## src/rtl/gshare_btb_ongorucu.sv

```systemverilog
// Gshare direction predictor with a direct-mapped BTB for the fetch stage.
// One registered prediction per cycle; execute-stage resolutions train and repair.
module gshare_btb_ongorucu #(
  parameter int unsigned GHR_W = 8,
  parameter int unsigned PHT_W = 8,
  parameter int unsigned BTB_W = 4,
  parameter int unsigned TAG_W = 10
) (
  input  logic             clk_i,
  input  logic             rst_ni,
  input  logic [31:0]      getir_ps_i,
  input  logic             getir_gecerli_i,
  output logic             sonuc_gecerli_o,
  output logic             sonuc_dallan_o,
  output logic [31:0]      sonuc_dallan_ps_o,
  output logic [GHR_W-1:0] sonuc_ghr_o,
  input  logic             yurut_gecerli_i,
  input  logic [31:0]      yurut_ps_i,
  input  logic [GHR_W-1:0] yurut_ghr_i,
  input  logic             yurut_atladi_i,
  input  logic [31:0]      yurut_hedef_i,
  input  logic             yurut_yanlis_tahmin_i
);

  localparam int unsigned PHT_N   = 1 << PHT_W;
  localparam int unsigned BTB_N   = 1 << BTB_W;
  localparam int unsigned TAG_LSB = BTB_W + 2;
  localparam int unsigned TAG_MSB = BTB_W + TAG_W + 1;

  localparam logic [1:0] SAYAC_GT = 2'd0;
  localparam logic [1:0] SAYAC_ZT = 2'd1;
  localparam logic [1:0] SAYAC_GA = 2'd3;

  logic [1:0]       pht_q [PHT_N];
  logic [BTB_N-1:0] btb_gecerli_q;
  logic [TAG_W-1:0] btb_etiket_q [BTB_N];
  logic [31:0]      btb_hedef_q [BTB_N];
  logic [GHR_W-1:0] ghr_q;

  logic [PHT_W-1:0] pidx_c;
  logic [BTB_W-1:0] bidx_c;
  logic [TAG_W-1:0] etiket_c;
  logic             btb_isabet_c;
  logic             dallan_c;
  logic [31:0]      hedef_c;

  logic [PHT_W-1:0] uidx_c;
  logic [BTB_W-1:0] ubidx_c;
  logic [TAG_W-1:0] uetiket_c;
  logic [1:0]       sayac_c;
  logic [1:0]       sayac_yeni_c;
  logic             onarim_c;
  logic             yurut_ps_unused_c;

  // Fetch-side lookup on current (pre-update) table contents
  always_comb begin
    pidx_c       = getir_ps_i[PHT_W+1:2] ^ PHT_W'(ghr_q);
    bidx_c       = getir_ps_i[BTB_W+1:2];
    etiket_c     = getir_ps_i[TAG_MSB:TAG_LSB];
    btb_isabet_c = btb_gecerli_q[bidx_c] && (btb_etiket_q[bidx_c] == etiket_c);
    dallan_c     = pht_q[pidx_c][1] && btb_isabet_c;
    hedef_c      = dallan_c ? btb_hedef_q[bidx_c] : (getir_ps_i + 32'd4);
  end

  // Execute-side training index and saturating counter step
  always_comb begin
    uidx_c       = yurut_ps_i[PHT_W+1:2] ^ PHT_W'(yurut_ghr_i);
    ubidx_c      = yurut_ps_i[BTB_W+1:2];
    uetiket_c    = yurut_ps_i[TAG_MSB:TAG_LSB];
    sayac_c      = pht_q[uidx_c];
    sayac_yeni_c = sayac_c;
    if (yurut_atladi_i) begin
      if (sayac_c != SAYAC_GA) sayac_yeni_c = sayac_c + 2'd1;
    end else begin
      if (sayac_c != SAYAC_GT) sayac_yeni_c = sayac_c - 2'd1;
    end
    onarim_c          = yurut_gecerli_i && yurut_yanlis_tahmin_i;
    yurut_ps_unused_c = ^yurut_ps_i;
  end

  always_ff @(posedge clk_i or negedge rst_ni) begin
    if (!rst_ni) begin
      for (int unsigned i = 0; i < PHT_N; i++) pht_q[i] <= SAYAC_ZT;
    end else if (yurut_gecerli_i) begin
      pht_q[uidx_c] <= sayac_yeni_c;
    end
  end

  always_ff @(posedge clk_i or negedge rst_ni) begin
    if (!rst_ni) begin
      btb_gecerli_q <= '0;
    end else if (yurut_gecerli_i && yurut_atladi_i) begin
      btb_gecerli_q[ubidx_c] <= 1'b1;
    end
  end

  // Tag/target payload is qualified by the valid bit, so it needs no reset
  always_ff @(posedge clk_i) begin
    if (yurut_gecerli_i && yurut_atladi_i) begin
      btb_etiket_q[ubidx_c] <= uetiket_c;
      btb_hedef_q[ubidx_c]  <= yurut_hedef_i;
    end
  end

  // Repair takes priority; a fetch in the same cycle never reaches the history
  always_ff @(posedge clk_i or negedge rst_ni) begin
    if (!rst_ni) begin
      ghr_q <= '0;
    end else if (onarim_c) begin
      ghr_q <= GHR_W'({yurut_ghr_i, yurut_atladi_i});
    end else if (getir_gecerli_i) begin
      ghr_q <= GHR_W'({ghr_q, dallan_c});
    end
  end

  always_ff @(posedge clk_i or negedge rst_ni) begin
    if (!rst_ni) begin
      sonuc_gecerli_o   <= 1'b0;
      sonuc_dallan_o    <= 1'b0;
      sonuc_dallan_ps_o <= '0;
      sonuc_ghr_o       <= '0;
    end else begin
      sonuc_gecerli_o <= getir_gecerli_i;
      if (getir_gecerli_i) begin
        sonuc_dallan_o    <= dallan_c;
        sonuc_dallan_ps_o <= hedef_c;
        sonuc_ghr_o       <= ghr_q;
      end
    end
  end

endmodule

```

## config.mk

```make
export PLATFORM = sky130hd
export DESIGN_NAME = gshare_btb_ongorucu
export DESIGN_NICKNAME = d
export VERILOG_FILES = /design/src/rtl/gshare_btb_ongorucu.sv
export SDC_FILE = /design/constraint.sdc
export NUM_CORES = 2
export LEC_CHECK = 0
export ABC_AREA = 1
export CAP_MARGIN = 10
export CORE_ASPECT_RATIO = 2
export CORE_MARGIN = 10
export CORE_UTILIZATION = 55
export CTS_CLUSTER_DIAMETER = 40
export DETAILED_ROUTE_END_ITERATION = 12
export PLACE_DENSITY_LB_ADDON = 0.3
export SLEW_MARGIN = 20
export SYNTH_ARGS = -nofsm -noshare
export SYNTH_HDL_FRONTEND = slang
export SYNTH_SLANG_ARGS = --single-unit
```

## constraint.sdc

```tcl
create_clock -name clk_i -period 3.4 [get_ports clk_i]
set_input_delay 1.02 -clock clk_i [delete_from_list [all_inputs] [get_ports clk_i]]
set_output_delay 1.02 -clock clk_i [all_outputs]
set_load 0.05 [all_outputs]
```

---- After elaboration in Yosys (flattened, before gate mapping) ----
Memories as Yosys holds them, arrays and structs flattened.
Cells that the tools add are included.
word-level totals
  register bits after elaboration ......... 578
  latch bits .............................. 0
  memory bits (writable) .................. 672
  memory bits (read-only) ................. 0
  input bits .............................. 110
  memories kept ........................... 2
cells by class
  add/subtract/negate cells ............... 3
  multiply operators ...................... 0
  divide/modulo/power cells ............... 0
  magnitude comparators ................... 6
  equality and inequality tests ........... 2
  shifts and indexed selects .............. 0
  multiplexer cells ....................... 21
  bitwise logic cells ..................... 5
  reduce and logical (&&, ||, !) cells .... 8
memory list
  memory        depth  width  rd ports  clocked after Yosys merged registers in  wr ports  line  text
  btb_hedef_q   16     32     1         0                                        1         37    logic [31:0] btb_hedef_q [BTB_N];
  btb_etiket_q  16     10     1         0                                        1         36    logic [TAG_W-1:0] btb_etiket_q [BTB_N];
operator list
  kind                   number
  $bwmux 512             1
  $add 32x3->32 const B  1
  $bmux 2 s8             2
  $mux 32                1
  $ge 9x9->1 const B     2
  $not 8->9              2
  $demux 2 s8            1
  $mux 2                 8
  $mux 8                 2
  $or 16x16->16          1
  $xor 8x8->8            2
  $eq 10x10->1           1
  $lt 4x5->1 const B     2
  $lt 9x1->1 const B     1
  $logic_and 1x1->1      6
  $bmux 1 s4             1
  $demux 1 s4            1
  $ge 4x1->1 const B     1
  $mux 1                 4
  $reduce_bool 2->1      2
  $add 2x1->2 const B    1
  $ne 2x2->1 const B     1
  $sub 2x1->2 const B    1

---- Logic depth before layout (Yosys ltp) ----
  word-level depth ........................ 9
  gate-level depth with buffers ........... 24
  gate-level depth less buffers ........... 20

---- Least setup slack after synthesis ----
Ideal clock, no wire load.
  path kind ............................... input -> register
  start point ............................. in yurut_atladi_i
  end point ............................... mem btb_etiket_q[10][0], enable pin
  arrival ................................. 3122 ps
  slack ................................... -164 ps
  stages .................................. 4
  cells stage by stage .................... nand2_1 -> inv_1 -> nand3_1 -> nor2_1
between the ends
  longest elaborated chain between the ends .. 3
RTL lines
  element                       line  text
  start, declared               20    input logic yurut_atladi_i,
  $logic_and 1x1->1             99    if (yurut_gecerli_i && yurut_atladi_i) begin
  $mux 1                        99
  $mux 1 (implied by the code)  100   btb_etiket_q[ubidx_c] <= uetiket_c;
  end, declared                 36
Every way passes these cells.

---- Worst setup path in the final report ----
  start point ............................. in getir_ps_i[4]
  end point ............................... reg ghr_q[0]
between the ends
  longest elaborated chain between the ends .. 8
  elaborated cells on any way between the ends .. 13
  those cells by class .................... eq/ne (1); mux (7); bitwise (2); reduce/logical (2); memory (1)
RTL lines
  element                                    line  text
  start, declared                            11    input logic [31:0] getir_ps_i,
  $xor 8x8->8                                57    pidx_c = getir_ps_i[PHT_W+1:2] ^ PHT_W'(ghr_q);
  $not 8->9 (implied by the code)            61    dallan_c = pht_q[pidx_c][1] && btb_isabet_c;
  $bmux 2 s8                                 61
  $mux 2 (implied by the code) (2 in a row)  61
  $logic_and 1x1->1 (*)                      61
  $mux 8 (*)                                 111   end else if (getir_gecerli_i) begin
  $mux 8 (*)                                 109   end else if (onarim_c) begin
  end signal, assigned                       110   ghr_q <= GHR_W'({yurut_ghr_i, yurut_atladi_i});
  end signal, assigned                       112   ghr_q <= GHR_W'({ghr_q, dallan_c});
  end, declared                              38    logic [GHR_W-1:0] ghr_q;
Mark *: on every way between the ends. The rest lies on a longest branch, timed or not. The select of a mux whose other input is x is not followed.
A chain may end at the register's enable or synchronous reset.

==> summary.txt <==
Outcome
  • Status: finished with violations
  • Failing checks: negative setup slack

Pwr
  • LEAKAGE: 31.9 nW
  • Pwr/cell area: between 500 and 600 nW/um^2
  • Overall Power: 40.3 mW
  • Maximum VDD drop: 0.000451 V

Routing
  • Routed WL: roughly 230,000 um
  • Drt drc: 0
  • Initial DRC count: about 6,600
  • Post-route ant nets: 0
  • Via density: 5.98
  • DRT Pass-1 Iters: 7
  • Wirelength per Cell: between 20 and 25 um
  • Via count: around 56,000

STA
  • Worst-case clock skew: 45.8 ps
  • Max Slew Vio Count: 0
  • Final Cycle Share: 102%
  • Final setup viols: 2
  • Worst-Margin Slew: between 700 and 800 ps
  • Fmax: about 290 MHz
  • Final hold violations: 0
  • PnR worst setup slack: -68.0 ps
  • Minimum clock period: approximately 3500 ps
  • Slew Limit Headroom: a little under half

Worst setup path
  • WS Path Type: primary input to register
  • Worst Path Max Fanout: 13
  • Slack of the worst reg-to-reg path: -20 ps
  • Startpoint Class: primary input
  • CP Data Required Time: 4120 ps
  • Endpoint type of the worst setup path: register
  • Critical R2R Capture: ghr_q[0]
  • Worst r2r src: ghr_q[0]
  • Reg2reg path depth: 17
  • Worst EP arrival: 4190 ps

Global route
  • Total track usage: about 36%
  • Largest net degree at the start of global routing: about 180
  • Number of global-route vias before repair: about 55,000
  • First-pass GRT wire length: about 340,000 um
  • Grt total ovfl: 0
  • Initial antenna violation count: 11

Cells and area
  • Final #Nets: approximately 8,100
  • Synthesis-to-finish area growth: 23.4%
  • Share of cells above drive strength 1: 16.3%

Yosys
  • Yosys reg bits: 1,250
  • Ys Warns: 0
  • Syn Inst Count: between 7,000 and 8,000
  • Mapped Nets: 7,474
  • Part of the Yosys area used for sequential elements: a little under three fifths
  • Synth cell types: 36
  • Post-synthesis instance area: between 60,000 and 70,000 sq um
  • Avg Inst Size Synth: between 8 and 9 sq um

Placement
  • Dpl hpwl: about 150,000 um
  • Port Buffers: ~130
  • Pre-CTS setup slack: -1310 ps
  • GPL Wtd Cong: between 1 and 1.5

Floorplan
  • Rows: approximately 170
  • Die Wd: ~250 um
  • # IOs: ~150
  • Core Area: between 100,000 and 150,000 sq um
  • Initial core utilization: 55.3%
  • Vert. Die Dim: approximately 500 um
  • Die area: approximately 120,000 sq um

Clock network
  • CTS root buffer: clkbuf_16
  • Clock latency on the worst-skew pair: 780 ps
  • CTS sink count: ~1,300
  • Reg clk slew, reported paths: about 70 ps
  • CTS max path bufs: 3
  • Cts bufs inserted: 119
  • CTS tree: yes
  • H-tree depth: 3

Worst hold path
  • Hold crit path type: primary input to async pin

Run
  • Max_cap viols: 0
per-layer routing:
metal / share of wire, % / vias up / wire (um) / track usage [%]
met2: 48 / 3625 / 110000 / 59.0
li1: - / 25000 / - / -
met5: 0.042 / - / 97 / 0
met1: 32 / 26600 / 73300 / 39.2
met3: 10 / 1223 / 23000 / 7.87
met4: 11 / 14 / 24300 / 30.3
sequential cells by signal, summed over array words and instances, names as in the netlist:
signal / cells
pht_q: 512
sonuc_ghr_o: 8
ghr_q: 8
sonuc_dallan_o: 1
sonuc_gecerli_o: 1
btb_etiket_q: 160
sonuc_dallan_ps_o: 32
btb_hedef_q: 512
btb_gecerli_q: 16
stage by stage:
stage / instances / hold WS, ps / util, % / setup TNS [ps] / instance area, sq um
floorplan: 7363 / 424 / - / -67080 / 60800
global placement: 9172 / 445 / 63.5 / -613370 / 69600
detailed placement: 9172 / 455 / 63.5 / -634710 / 69600
CTS: 9403 / 228 / 67.4 / 0 / 74000
global route: 9442 / 230 / 68.3 / -10400 / 74900
finish: 9447 / 230 / 68.3 / -82.5 / 74900
synthesized netlist by cell type:
library cell | count | area [sq um]
a21oi_1 | 28 | 140
a221oi_1 | 28 | 245
a31oi_1 | 28 | 175
and2_1 | 1 | 6.26
and3_1 | 2 | 12.5
buf_1 | 27 | 101
buf_2 | 104 | 521
clkbuf_1 | 282 | 1060
clkinv_1 | 13 | 48.8
dfrtp_1 | 322 | 8060
dfstp_2 | 256 | 6730
edfxtp_1 | 672 | 20200
ha_1 | 1 | 12.5
inv_1 | 576 | 2160
inv_2 | 5 | 18.8
nand2_1 | 2734 | 10300
nand2_2 | 2 | 12.5
nand3_1 | 678 | 3390
nand3b_1 | 18 | 135
nand4_1 | 43 | 269
nor2_1 | 725 | 2720
nor2_2 | 1 | 6.26
nor3_1 | 162 | 811
nor4_1 | 5 | 31.3
o211ai_1 | 17 | 128
o21ai_0 | 445 | 2230
o21ai_1 | 25 | 125
o21ai_2 | 1 | 8.76
o21bai_1 | 1 | 7.51
o221ai_1 | 7 | 61.3
o22ai_1 | 97 | 607
o311ai_0 | 1 | 8.76
or2_2 | 14 | 87.6
xnor2_1 | 20 | 175
xor2_1 | 21 | 184
xor2_2 | 1 | 16.3
timing repair:
| item | 4_1_cts | 5_1_grt |
|---|---|---|
| buffers inserted | 5 | 18 |
| endpoints found under the setup margin | 520 | 546 |
| gates resized for setup | 48 | 98 |
| hold buffers | 0 | 0 |
| cloned | 3 | 20 |
| pin swaps | 6 | 25 |
power by group:
group	switching (mW)	leakage, nW	internal, mW
Sequential	0.617	13.0	17.2
Clock	6.22	1.99	7.73
Combinational	5.47	16.9	3.10
logic make-up (layout without fill, tap and decap cells):
family | Yosys count | in the layout | share of synthesized area (%)
AND/OR/NAND/NOR | 4385 | 4385 | 29.2
flip-flops | 1250 | 1250 | 57.6
buffers and inverters | 1007 | 1692 | 6.44
AO/OA/AOI/OAI | 678 | 678 | 6.15
XOR/XNOR | 42 | 42 | 0.618
adder cells (fa/ha/maj) | 1 | 1 | 0.0206
other | 0 | 7 | 0
layout by cell type (no fill, tap or decap), drive strengths merged, types with 2 or more instances in the layout:
cell type and instances:
a21oi 28, a221oi 28, a31oi 28, and3 2
buf 729, bufinv 12, clkbuf 171, clkdlybuf4s50 118
clkinv 49, clkinvlp 9, dfrtp 322, dfstp 256
diode 7, dlymetal6s2s 3, edfxtp 672, inv 599
nand2 2736, nand3 678, nand3b 18, nand4 43
nor2 726, nor3 162, nor4 5, o211ai 17
o21ai 471, o221ai 7, o22ai 97, or2 14
xnor2 20, xor2 22
how the worst max path moves through the flow:
stage / endpoint / cells past startpoint / slack, ps / startpoint
2_1_floorplan: btb_etiket_q[10][0] / 4 / -160 / yurut_atladi_i
3_3_place_gp: pht_q[486] / 25 / -1270 / yurut_ps_i[2]
3_5_place_dp: pht_q[376] / 22 / -1310 / yurut_ps_i[3]
4_1_cts: pht_q[60] / 25 / 3 / yurut_ghr_i[0]
5_1_grt: pht_q[250] / 27 / -90 / yurut_ps_i[2]
6_report: ghr_q[0] / 15 / -70 / getir_ps_i[4]
critical path: stages:
cell,delay [ps]
clkdlybuf4s50_1,400
buf_4,180
xnor2_4,220
buf_12,220
nand3_1,150
buf_4,170
nand3_1,220
nand3_1,160
nand3_1,170
nand3_1,110
nand3_1,200
buf_4,220
nand4_1,230
o21bai_2,320
buf_4,160
final cells by class:
type                    count  area (sq um)
clock buffers             148          3210
diodes                      7          17.5
multi-input cells        5106         22400
repair buffers            875          9470
fillers                  8586         34800
inverters                 594          2250
well taps                1392          1740
clock inverters            75           882
flip-flops and latches   1250         35000
(Power assumes the default switching activity.)
